===== src/rtl/avl_mem_arbiter.sv =====
// rtl/avl_mem_arbiter.sv - Avalon-MM read/write arbiter with burst fairness and read throttle
// Optional AVL_ARB_PERF_CNT_EN adds wr_cnt/rd_cnt/stall_cnt performance counters.
module avl_mem_arbiter #(
    parameter int DATA_WIDTH  = 32,
    parameter int ADDR_WIDTH  = 29,
    parameter int BURST_MAX   = 16,
    parameter int MAX_RD_PEND = 8,
    parameter int PEND_WIDTH  = 8
) (
    input  logic                  clk,
    input  logic                  reset,
    input  logic                  ram_rdy,
    input  logic                  wr_req,
    input  logic [ADDR_WIDTH-1:0] wr_addr,
    input  logic [DATA_WIDTH-1:0] wr_data,
    output logic                  wr_ack,
    input  logic                  rd_req,
    input  logic [ADDR_WIDTH-1:0] rd_addr,
    output logic                  rd_ack,
    output logic [DATA_WIDTH-1:0] rd_data,
    output logic                  rd_data_valid,
    input  logic                  avl_ready,
    output logic                  avl_write_req,
    output logic                  avl_read_req,
    output logic [ADDR_WIDTH-1:0] avl_addr,
    output logic [DATA_WIDTH-1:0] avl_wdata,
    input  logic [DATA_WIDTH-1:0] avl_rdata,
    input  logic                  avl_rdata_valid,
    output logic [PEND_WIDTH-1:0] rd_pend,
`ifdef AVL_ARB_PERF_CNT_EN
    output logic [31:0]           wr_cnt,
    output logic [31:0]           rd_cnt,
    output logic [31:0]           stall_cnt,
`endif
    output logic                  err
);

    typedef enum logic [1:0] {GNT_IDLE, GNT_RD, GNT_WR} gnt_t;

    localparam logic [7:0]          BURST_LIM = BURST_MAX[7:0];
    localparam logic [PEND_WIDTH:0] PEND_LIM  = MAX_RD_PEND[PEND_WIDTH:0];

    gnt_t                state, state_nxt;
    logic [7:0]          burst_cnt, burst_nxt;
    logic                cmd_valid, can_load, rd_ok;
    logic                sel_rd, sel_wr, rd_accept, wr_accept, rd_dec;
    logic [PEND_WIDTH:0] pend_total;

    assign cmd_valid  = avl_write_req | avl_read_req;
    assign can_load   = ram_rdy & (~cmd_valid | avl_ready);
    // A read sitting in the command register is already committed against the limit
    assign pend_total = {1'b0, rd_pend} + {{PEND_WIDTH{1'b0}}, avl_read_req};
    assign rd_ok      = rd_req & (pend_total < PEND_LIM);
    assign rd_accept  = avl_read_req & avl_ready;
    assign wr_accept  = avl_write_req & avl_ready;
    assign rd_dec     = avl_rdata_valid & (rd_pend != '0);
    assign wr_ack     = can_load & sel_wr;
    assign rd_ack     = can_load & sel_rd;

    always_comb begin
        state_nxt = state;
        burst_nxt = burst_cnt;
        sel_rd    = 1'b0;
        sel_wr    = 1'b0;
        case (state)
            GNT_RD: begin
                if (rd_ok && (burst_cnt < BURST_LIM || !wr_req)) sel_rd = 1'b1;
                else if (wr_req)                                 sel_wr = 1'b1;
            end
            GNT_WR: begin
                if (wr_req && (burst_cnt < BURST_LIM || !rd_ok)) sel_wr = 1'b1;
                else if (rd_ok)                                  sel_rd = 1'b1;
            end
            default: begin
                if (rd_ok)       sel_rd = 1'b1;
                else if (wr_req) sel_wr = 1'b1;
            end
        endcase
        if (can_load) begin
            if (sel_rd) begin
                state_nxt = GNT_RD;
                burst_nxt = (state == GNT_RD && burst_cnt < BURST_LIM) ? burst_cnt + 8'd1 : 8'd1;
            end else if (sel_wr) begin
                state_nxt = GNT_WR;
                burst_nxt = (state == GNT_WR && burst_cnt < BURST_LIM) ? burst_cnt + 8'd1 : 8'd1;
            end else begin
                state_nxt = GNT_IDLE;
                burst_nxt = 8'd0;
            end
        end
    end

    always_ff @(posedge clk) begin
        if (!reset) begin
            state         <= GNT_IDLE;
            burst_cnt     <= 8'd0;
            avl_write_req <= 1'b0;
            avl_read_req  <= 1'b0;
            avl_addr      <= '0;
            avl_wdata     <= '0;
            rd_data       <= '0;
            rd_data_valid <= 1'b0;
            rd_pend       <= '0;
            err           <= 1'b0;
        end else begin
            state     <= state_nxt;
            burst_cnt <= burst_nxt;
            if (can_load && (sel_rd || sel_wr)) begin
                avl_write_req <= sel_wr;
                avl_read_req  <= sel_rd;
                avl_addr      <= sel_wr ? wr_addr : rd_addr;
                if (sel_wr) avl_wdata <= wr_data;
            end else if (avl_ready) begin
                avl_write_req <= 1'b0;
                avl_read_req  <= 1'b0;
            end
            rd_data       <= avl_rdata;
            rd_data_valid <= avl_rdata_valid;
            if (rd_accept && !rd_dec)      rd_pend <= rd_pend + 1'b1;
            else if (!rd_accept && rd_dec) rd_pend <= rd_pend - 1'b1;
            if (avl_rdata_valid && rd_pend == '0) err <= 1'b1;
        end
    end

`ifdef AVL_ARB_PERF_CNT_EN
    always_ff @(posedge clk) begin
        if (!reset) begin
            wr_cnt    <= '0;
            rd_cnt    <= '0;
            stall_cnt <= '0;
        end else begin
            if (wr_accept)               wr_cnt    <= wr_cnt + 32'd1;
            if (rd_accept)               rd_cnt    <= rd_cnt + 32'd1;
            if (cmd_valid && !avl_ready) stall_cnt <= stall_cnt + 32'd1;
        end
    end
`else
    logic unused_accept;
    assign unused_accept = wr_accept;
`endif

endmodule


===== config.mk =====
export PLATFORM = sky130hd
export DESIGN_NAME = avl_mem_arbiter
export DESIGN_NICKNAME = d
export VERILOG_FILES = /design/src/rtl/avl_mem_arbiter.sv
export SDC_FILE = /design/constraint.sdc
export NUM_CORES = 1
export LEC_CHECK = 0
export BUFFER_PORTS_ARGS = -buffer_cell sky130_fd_sc_hd__buf_2
export CAP_MARGIN = 20
export CORE_MARGIN = 1
export CORE_UTILIZATION = 50
export CTS_BUF_LIST = sky130_fd_sc_hd__clkbuf_4 sky130_fd_sc_hd__clkbuf_8
export DETAILED_ROUTE_END_ITERATION = 7
export PLACE_DENSITY = 0.87
export SLEW_MARGIN = 30
export SYNTH_ARGS = -nofsm -noshare
export SYNTH_HDL_FRONTEND = slang
export SYNTH_SLANG_ARGS = --single-unit

===== constraint.sdc =====
create_clock -name clk -period 6.5 [get_ports clk]
set_input_delay 0.325 -clock clk [delete_from_list [all_inputs] [get_ports clk]]
set_output_delay 0.325 -clock clk [all_outputs]
set_load 0.01 [all_outputs]

# After elaboration in Yosys (flattened, before gate mapping)
# Index checks and enable logic that the tools add are counted.
dict set report totals {
  register_bits 115
  inputBits 129
  out_inout_bits 107
  elab_cells 68
}
dict set report op_classes {
  add_sub_neg 4
  order_cmp 2
  eq_ne 2
  n_mux 21
  bitwise 9
  n_reduce_logical 20
}
# op n
set ops {}
lappend ops {{two-way mux 8 bit} 6}
lappend ops {{two-way mux 29 bit} 1}
lappend ops {{adder 8 x 1 -> 8 bit (second input constant)} 2}
lappend ops {{two-way mux 1 bit} 10}
lappend ops {{adder 8 x 1 -> 9 bit} 1}
lappend ops {{< comparator 9 x 4 -> 1 bit (second input constant)} 1}
lappend ops {{logical AND 1 bit} 8}
lappend ops {{logical NOT 8 bit} 1}
lappend ops {{< comparator 8 x 5 -> 1 bit (second input constant)} 1}
lappend ops {{nonzero test 8 bit} 1}
lappend ops {{subtractor 8 x 1 -> 8 bit (second input constant)} 1}
lappend ops {{AND 1 bit} 6}
lappend ops {{logical NOT 1 bit} 4}
lappend ops {{two-way mux 2 bit} 2}
lappend ops {{case mux 1 bit (2 select lines)} 2}
lappend ops {{nonzero test 2 bit} 2}
lappend ops {{logical OR 1 bit} 3}
lappend ops {{== test 2 x 1 -> 1 bit (second input constant)} 1}
lappend ops {{== test 2 bit (second input constant)} 1}
lappend ops {{bitwise OR 1 bit} 2}
lappend ops {{AND reduction 2 bit} 1}
lappend ops {{inverter 1 bit} 1}

# Logic depth before layout (Yosys ltp)
# Gate-level depths: netlist (run 1).
dict set report logic_depth {
  depth_word 11
  ltp_mapped 13
  ltp_nobuf 13
}

# Least setup slack after synthesis (run 1)
# OpenSTA, ideal clock, no wires.
dict set report synth_timing {
  kind {register -> register}
  start {register rd_pend[7]}
  end {register rd_pend[7]}
  setup_time_ps 72
  arrival_ps 2480
  required_time_ps 6428
  path_slack_ps 3949
  stages_incl_launch_ff 14
  path_buffers 0
  period_less_slack_ps 2551
  cell_sequence {dfxtp_1 -> nor3_1 -> and2_1 -> nand2_1 -> nand2_1 -> ha_1 -> inv_1 -> ha_1 -> a21o_1 -> a21oi_1 -> o21ai_0 -> o31ai_1 -> mux2i_1 -> mux2i_1}
}
dict set report synth_between {
  elab_chain_len 5
  elab_cells_between_ends 10
  cone_classes {2 x add/sub; 2 x mux; 1 x bitwise; 5 x reduce/logical}
}
# element line_no
set synth_lines {}
lappend synth_lines {{start, declared} 29} ;# output logic [PEND_WIDTH-1:0] rd_pend,
lappend synth_lines {{start signal, assigned} 119} ;# if (rd_accept && !rd_dec) rd_pend <= rd_pend + 1'b1;
lappend synth_lines {{start signal, assigned} 120} ;# else if (!rd_accept && rd_dec) rd_pend <= rd_pend - 1'b1;
lappend synth_lines {{parallel branches: the longest is 5 deep, another holds subtractor 8 x 1 -> 8 bit} n/a}
# Parallel ways; which one is timed is not known. The select of a mux whose other input is x is not followed.
# A chain may end at the register's enable or synchronous reset.

# Final worst setup path (run 1)
dict set report layout_timing {
  start {register rd_pend[0]}
  end {register rd_pend[7]}
}
# The elaborated chain is that of the path after synthesis.

==> flow_summary.ini, run 1 <==
[status]
run_status = finished clean

[sta]
slew_violations = 0
finalClockSkew_ns = 0.0137
fmax_ghz = 0.352
worst_pin_slew_ns = 0.885
hold_viol_final = 0
min_period_ns = 2.84
tns_ns = 0
fin_crit_sh_pct = 43.7
hold_ws_ns = 0.125
rsz0062_at_grt = no
setup_viol = 0
relSlewSlack_pct = 40.8

[clock_tree]
clk_path_buf_depth = 2
htree_levels = 4
cts-resized-gates = 0
cts_tree = yes
clk_latency_ns = 0.40
postCtsSetupBuffers = 0
clk_pin_slew_ns = 0.07
clock-sinks = 115
cts_made_buffers = 17
clockRootBuffer = clkbuf_8
ctsHoldBuffers = 0

[placed_design]
hpwl_mm = 8.33
portBuffers = 235
dp_cells = 807
gp_congestion = 0.817

[power]
power_leakage_nw = 3.09
vdd_ir_drop_max_v = 0.000318
cellPowerDensity_mw_per_mm2 = 377

[route]
drt_pass1_iterations = 4
wl_per_cell_um = 13.5
vias = 4180
drc = 0
totalWireLength_mm = 11.3
final_antenna_net_count = 0
drt_iter0_markers = 130
viasPerCell = 4.99

[grt]
first_global_vias = 3966
grt-ovfl-total = 0
grt_pass1_wl_mm = 18.3
grt_max_degree = 72
antenna_found_initial = 0
gr-usage-all-layers_pct = 24.0

[logic_synthesis]
ys.flop_type = dfxtp_1
synth_fp_nets = 635
synth_top_cell_by_area = dfxtp_1
ys_seq_area_share_pct = 51.1
synthArstFlopShare_pct = 0
synth.area.top_cells = dfxtp_1, mux2i_1, nand2_1
synth_top_cell_area_share_pct = 51.1
syn_inst = 495
syn_avg_cell_area_um2 = 9.11
synth-edff-count = 0
syn_area_mm2 = 0.00451
synth.distinct_cells = 42
ys_seq_elements = 115
yosys_warnings = 0

[floorplan]
start_util_pct = 51.7
die_width_um = 97.0
rows = 34
core_mm2 = 0.00872
die_area_mm2 = 0.00940
ios = 236
die_y_um = 97.0

[setup_path]
crit_path_max_fanout = 8
cp.buffers_inverters = 1
cpMaxStageDelayCell = dfxtp_1
critPathKind = reg -> reg
crit_required_ns = 6.84
path_cells = nor3_1 -> nand2_1 -> nand2_1 -> ha_1 -> inv_1 -> ha_1 -> a21o_1 -> a21oi_1 -> o21ai_0 -> o31ai_1 -> mux2i_1 -> mux2i_1
cp-start-kind = register
cp_slowest_stage_delay_ns = 0.38
end_kind = register
cp.arrival_ns = 3.18
critPathTopFamily = compound AO/OA/AOI/OAI gates

[cells_and_area]
final_cell_count_no_fill = 837
layout-drive-gt1-share_pct = 37.4
fillers = 713
diodes = 0
synthToLayoutAreaGrowth_pct = 35.5
nNetsFinal = 858

[run]
drv_cap = 0

[hold_path]
hold_path.class = in -> reg
-- power breakdown --
group	total [mW]	switching [mW]	internal, mW
logic	0.746	0.421	0.326
registers	0.868	0.0649	0.803
clock network	0.688	0.273	0.415
-- final timing paths --
check	start	to	slack [ns]	depth (start not counted)
min reg2reg	avl_addr[27]	avl_addr[27]	0.45	2
max	rd_pend[0]	rd_pend[7]	3.66	12
min	avl_rdata[26]	rd_data[26]	0.13	2
max reg2reg	rd_pend[0]	rd_pend[7]	3.66	12
-- state kept, by name, indices dropped and copies added, names as in the netlist --
name	flops
avl_write_req	1
burst_cnt	8
err	1
avl_read_req	1
rd_data	32
rd_pend	8
state	2
avl_addr	29
rd_data_valid	1
avl_wdata	32
-- worst reg2reg max path, cell delays in order, from the launching register on --
cell and delay (ns):
dfxtp_1 0.38, nor3_1 0.32, nand2_1 0.09, nand2_1 0.07, ha_1 0.15, inv_1 0.14, ha_1 0.37, a21o_1 0.21
a21oi_1 0.15, o21ai_0 0.16, o31ai_1 0.28, mux2i_1 0.25, mux2i_1 0.19
-- final cells by class --
class                   count  area (um^2)  share of cell area [%]
clock buffers              21          289                    4.73
clock inverters             9          129                    2.11
inverters                   7         26.3                   0.430
multi-input cells         339         2030                    33.2
flip-flops and latches    115         2300                    37.7
well taps                 108          135                    2.21
repair buffers            238         1200                    19.6
-- logic make-up (layout without fill, tap and decap cells) --
family                     Yosys count  in the layout  share of synthesized area (%)
AOI/OAI and AO/OA                   95             95                           11.9
DFF                                115            115                           51.1
adders and majority gates           11             11                           3.22
and+or+nand+nor                    195            195                           21.4
xor gates and xnor gates             4              4                          0.777
buffers and inverters               41            275                           4.14
muxes                               34             34                           7.55
-- metal layers --
metal	share of wire [%]	up-vias	track usage (%)
met3	6.1	19	6.29
met1	41	1875	27.3
li1	-	2132	-
met5	0	-	0
met2	50	154	42.7
met4	1.9	0	9.41
-- layout by cell type, fill, tap and decap left out, types with 2 or more instances in the layout --
| cell | Yosys | routed |
|---|---|---|
| a21o_1 | 2 | 2 |
| buf_4 | 0 | 3 |
| clkbuf_8 | 0 | 21 |
| nand4_1 | 4 | 4 |
| a21boi_0 | 3 | 3 |
| nand2_1 | 71 | 71 |
| dfxtp_1 | 115 | 115 |
| clkinv_2 | 0 | 3 |
| a21oi_1 | 8 | 8 |
| nand2b_1 | 3 | 3 |
| o21a_1 | 3 | 3 |
| buf_2 | 8 | 235 |
| xnor2_1 | 2 | 2 |
| xor2_1 | 2 | 2 |
| o21ai_0 | 48 | 48 |
| mux2i_1 | 34 | 34 |
| nor2_1 | 19 | 19 |
| inv_1 | 7 | 7 |
| nand3_1 | 41 | 41 |
| and2_1 | 36 | 35 |
| and3_1 | 4 | 4 |
| o21ai_1 | 20 | 20 |
| ha_1 | 10 | 10 |
| nor3_1 | 5 | 5 |
| bufinv_16 | 0 | 3 |
| clkinvlp_4 | 0 | 2 |
| a31oi_1 | 3 | 3 |
| nor2b_1 | 5 | 5 |
-- cells in the mapped netlist (3+ instances only) --
master,n
nand3_1,41
o21a_1,3
nand4_1,4
nand2b_1,3
mux2i_1,34
ha_1,10
dfxtp_1,115
a21oi_1,8
o21ai_0,48
buf_1,3
nand2_1,71
a21boi_0,3
and3_1,4
nor3_1,5
clkbuf_1,20
o21ai_1,20
a31oi_1,3
nor2b_1,5
inv_1,7
and2_1,36
buf_2,8
buf_6,3
nor2_1,19
-- metrics by stage --
step	total power [mW]	setup WS, ns	instance area [um^2]	utilization, %
4_1_cts	2.32	3.26	6100	69.9
3_3_place_gp	1.59	3.78	5680	65.2
2_1_floorplan	1.41	3.95	4510	-
6_report	2.30	3.66	6110	70.0
5_1_grt	2.44	3.45	6110	70.0
3_5_place_dp	1.62	3.66	5680	65.2
Note: power is estimated with default switching activity, not from simulation.
==> run 2: changes to the inputs <==
--- a/config.mk
+++ b/config.mk
@@ -8,10 +8,10 @@
 export BUFFER_PORTS_ARGS = -buffer_cell sky130_fd_sc_hd__buf_2
 export CAP_MARGIN = 20
 export CORE_MARGIN = 1
-export CORE_UTILIZATION = 50
+export CORE_UTILIZATION = 42
 export CTS_BUF_LIST = sky130_fd_sc_hd__clkbuf_4 sky130_fd_sc_hd__clkbuf_8
 export DETAILED_ROUTE_END_ITERATION = 7
-export PLACE_DENSITY = 0.87
+export PLACE_DENSITY = 0.78
 export SLEW_MARGIN = 30
 export SYNTH_ARGS = -nofsm -noshare
 export SYNTH_HDL_FRONTEND = slang
==> constraint.sdc (replaced) <==
create_clock -name clk -period 2.4 [get_ports clk]
set_input_delay 0.12 -clock clk [delete_from_list [all_inputs] [get_ports clk]]
set_output_delay 0.12 -clock clk [all_outputs]
set_load 0.01 [all_outputs]
==> flow_summary.ini, run 2 (same netlist as run 1, synthesis figures left out) <==
[clock_tree]
clk_pin_slew_ns = 0.07
htree_levels = 4
clk_latency_ns = 0.42
cts_tree = yes
clockRootBuffer = clkbuf_8
clk_path_buf_depth = 2
cts_made_buffers = 17
clock-sinks = 115

[grt]
grt-ovfl-total = 0
first_global_vias = 5035
grt_max_degree = 54
antenna_found_initial = 0
gr-usage-all-layers_pct = 26.8
grt_pass1_wl_mm = 23.4

[cells_and_area]
final_common_cell = buf_2
nNetsFinal = 999
layout-drive-gt1-share_pct = 35.7
diodes = 0
layout_common_cells = buf_2, dlygate4sd3_1, dfxtp_1
top_regs = avl_wdata (32), rd_data (32), avl_addr (29)
utilization_pct = 74.3
synthToLayoutAreaGrowth_pct = 70.8

[status]
violations = setup timing
run_status = complete, but fails checks

[power]
power_leakage_nw = 3.77
vdd_ir_drop_max_v = 0.000775
cellPowerDensity_mw_per_mm2 = 929

[sta]
rsz0062_at_grt = yes
setup_viol = 1
finalClockSkew_ns = 0.00905
min_period_ns = 2.41
tns_ns = -0.00528
fin_crit_sh_pct = 100
hold_viol_final = 0
fmax_ghz = 0.416
relSlewSlack_pct = 57.7
final.setup.worst_slack_ns = -0.00528
worst_pin_slew_ns = 0.625
slew_violations = 0

[placed_design]
hpwl_mm = 8.87
portBuffers = 235
gp_congestion = 0.817

[hold_path]
min_path_cells = 3
hold_path.class = in -> reg

[route]
totalWireLength_mm = 15.0
drc = 0
final_antenna_net_count = 0
drt_iter0_markers = 349
drt_pass1_iterations = 4
viasPerCell = 4.91
vias = 4951
wl_per_cell_um = 14.9

[setup_path]
cp_slowest_stage_delay_ns = 0.32
path_cells = nor3_2 -> and2_4 -> nand2_2 -> nand2_2 -> ha_4 -> inv_8 -> ha_4 -> a21o_1 -> a21oi_2 -> o21ai_2 -> o31ai_2 -> mux2i_1 -> mux2i_1
end_kind = register
cp.depth = 13
crit_required_ns = 2.76
r2r_cells = 13
critPathTopFamily = compound AO/OA/AOI/OAI gates
critPathKind = reg -> reg
cpMaxStageDelayCell = dfxtp_2
crit_path_max_fanout = 7
cp.buffers_inverters = 1
cp.arrival_ns = 2.76
cp-start-kind = register

[floorplan]
die_y_um = 106
ios = 236
die_width_um = 106
core_mm2 = 0.0104
die_area_mm2 = 0.0112
rows = 37
start_util_pct = 43.5

[run]
drv_cap = 0
==> run 2: worst paths after layout <==
| kind | start | endpoint | slack (ns) |
|---|---|---|---|
| setup / recovery | rd_pend[3] | rd_pend[7] | -0.005 |
| hold / removal | wr_addr[5] | avl_addr[5] | 0.04 |
| setup reg to reg | rd_pend[3] | rd_pend[7] | -0.005 |
| hold reg to reg | avl_addr[10] | avl_addr[10] | 0.46 |
==> run 2: routing by layer <==
layer,GRT usage [%],routed length [um],vias up
met4,12.1,449,0
met5,0,0,-
li1,-,-,2410
met1,26.5,5580,2270
met2,50.6,7830,227
met3,8.78,1160,44
==> run 2: what timing repair did <==
item,in CTS,in global routing
hold endpoints to repair,96,0
pin swaps,1,8
hold buffers,122,0
setup buffers,0,3
setup endpoints to repair,4,5
gates resized for setup,9,9
==> run 2: cell type report <==
cell class | count | area, um^2
repair buffers | 379 | 2600
fillers | 677 | 2670
inverters | 7 | 33.8
clock buffers | 23 | 310
clock inverters | 9 | 173
flip-flops and latches | 115 | 2300
well taps | 136 | 170
multi-input cells | 339 | 2110
==> run 2: power breakdown <==
part / switching [mW] / internal, mW / total, mW
registers: 0.140 / 2.18 / 2.32
clock network: 0.752 / 1.38 / 2.14
logic: 1.38 / 1.32 / 2.70
==> run 2: through the flow <==
step | instances | cell area [um^2] | power (mW) | hold WS [ns] | setup slack [ns]
after global routing | 1008 | 7700 | 7.55 | 0.0200 | -0.108
after global placement | 852 | 5900 | 4.56 | 0.325 | -0.0503
after floorplan | 495 | 4530 | 3.86 | 0.242 | 0.0130
after detailed placement | 852 | 5900 | 4.68 | 0.330 | -0.130
final | 1008 | 7700 | 7.15 | 0.0354 | -0.00528
after CTS | 1006 | 7650 | 7.06 | 0.0106 | 0.00584
==> run 2: worst reg2reg max path: cells and delay by family, from the launching register on <==
family	cells	cell delay [ns]
buf+inv	1	0.05
compound gates	4	0.65
flops	1	0.32
simple gates	4	0.51
mux	2	0.44
fa+ha+maj	2	0.38
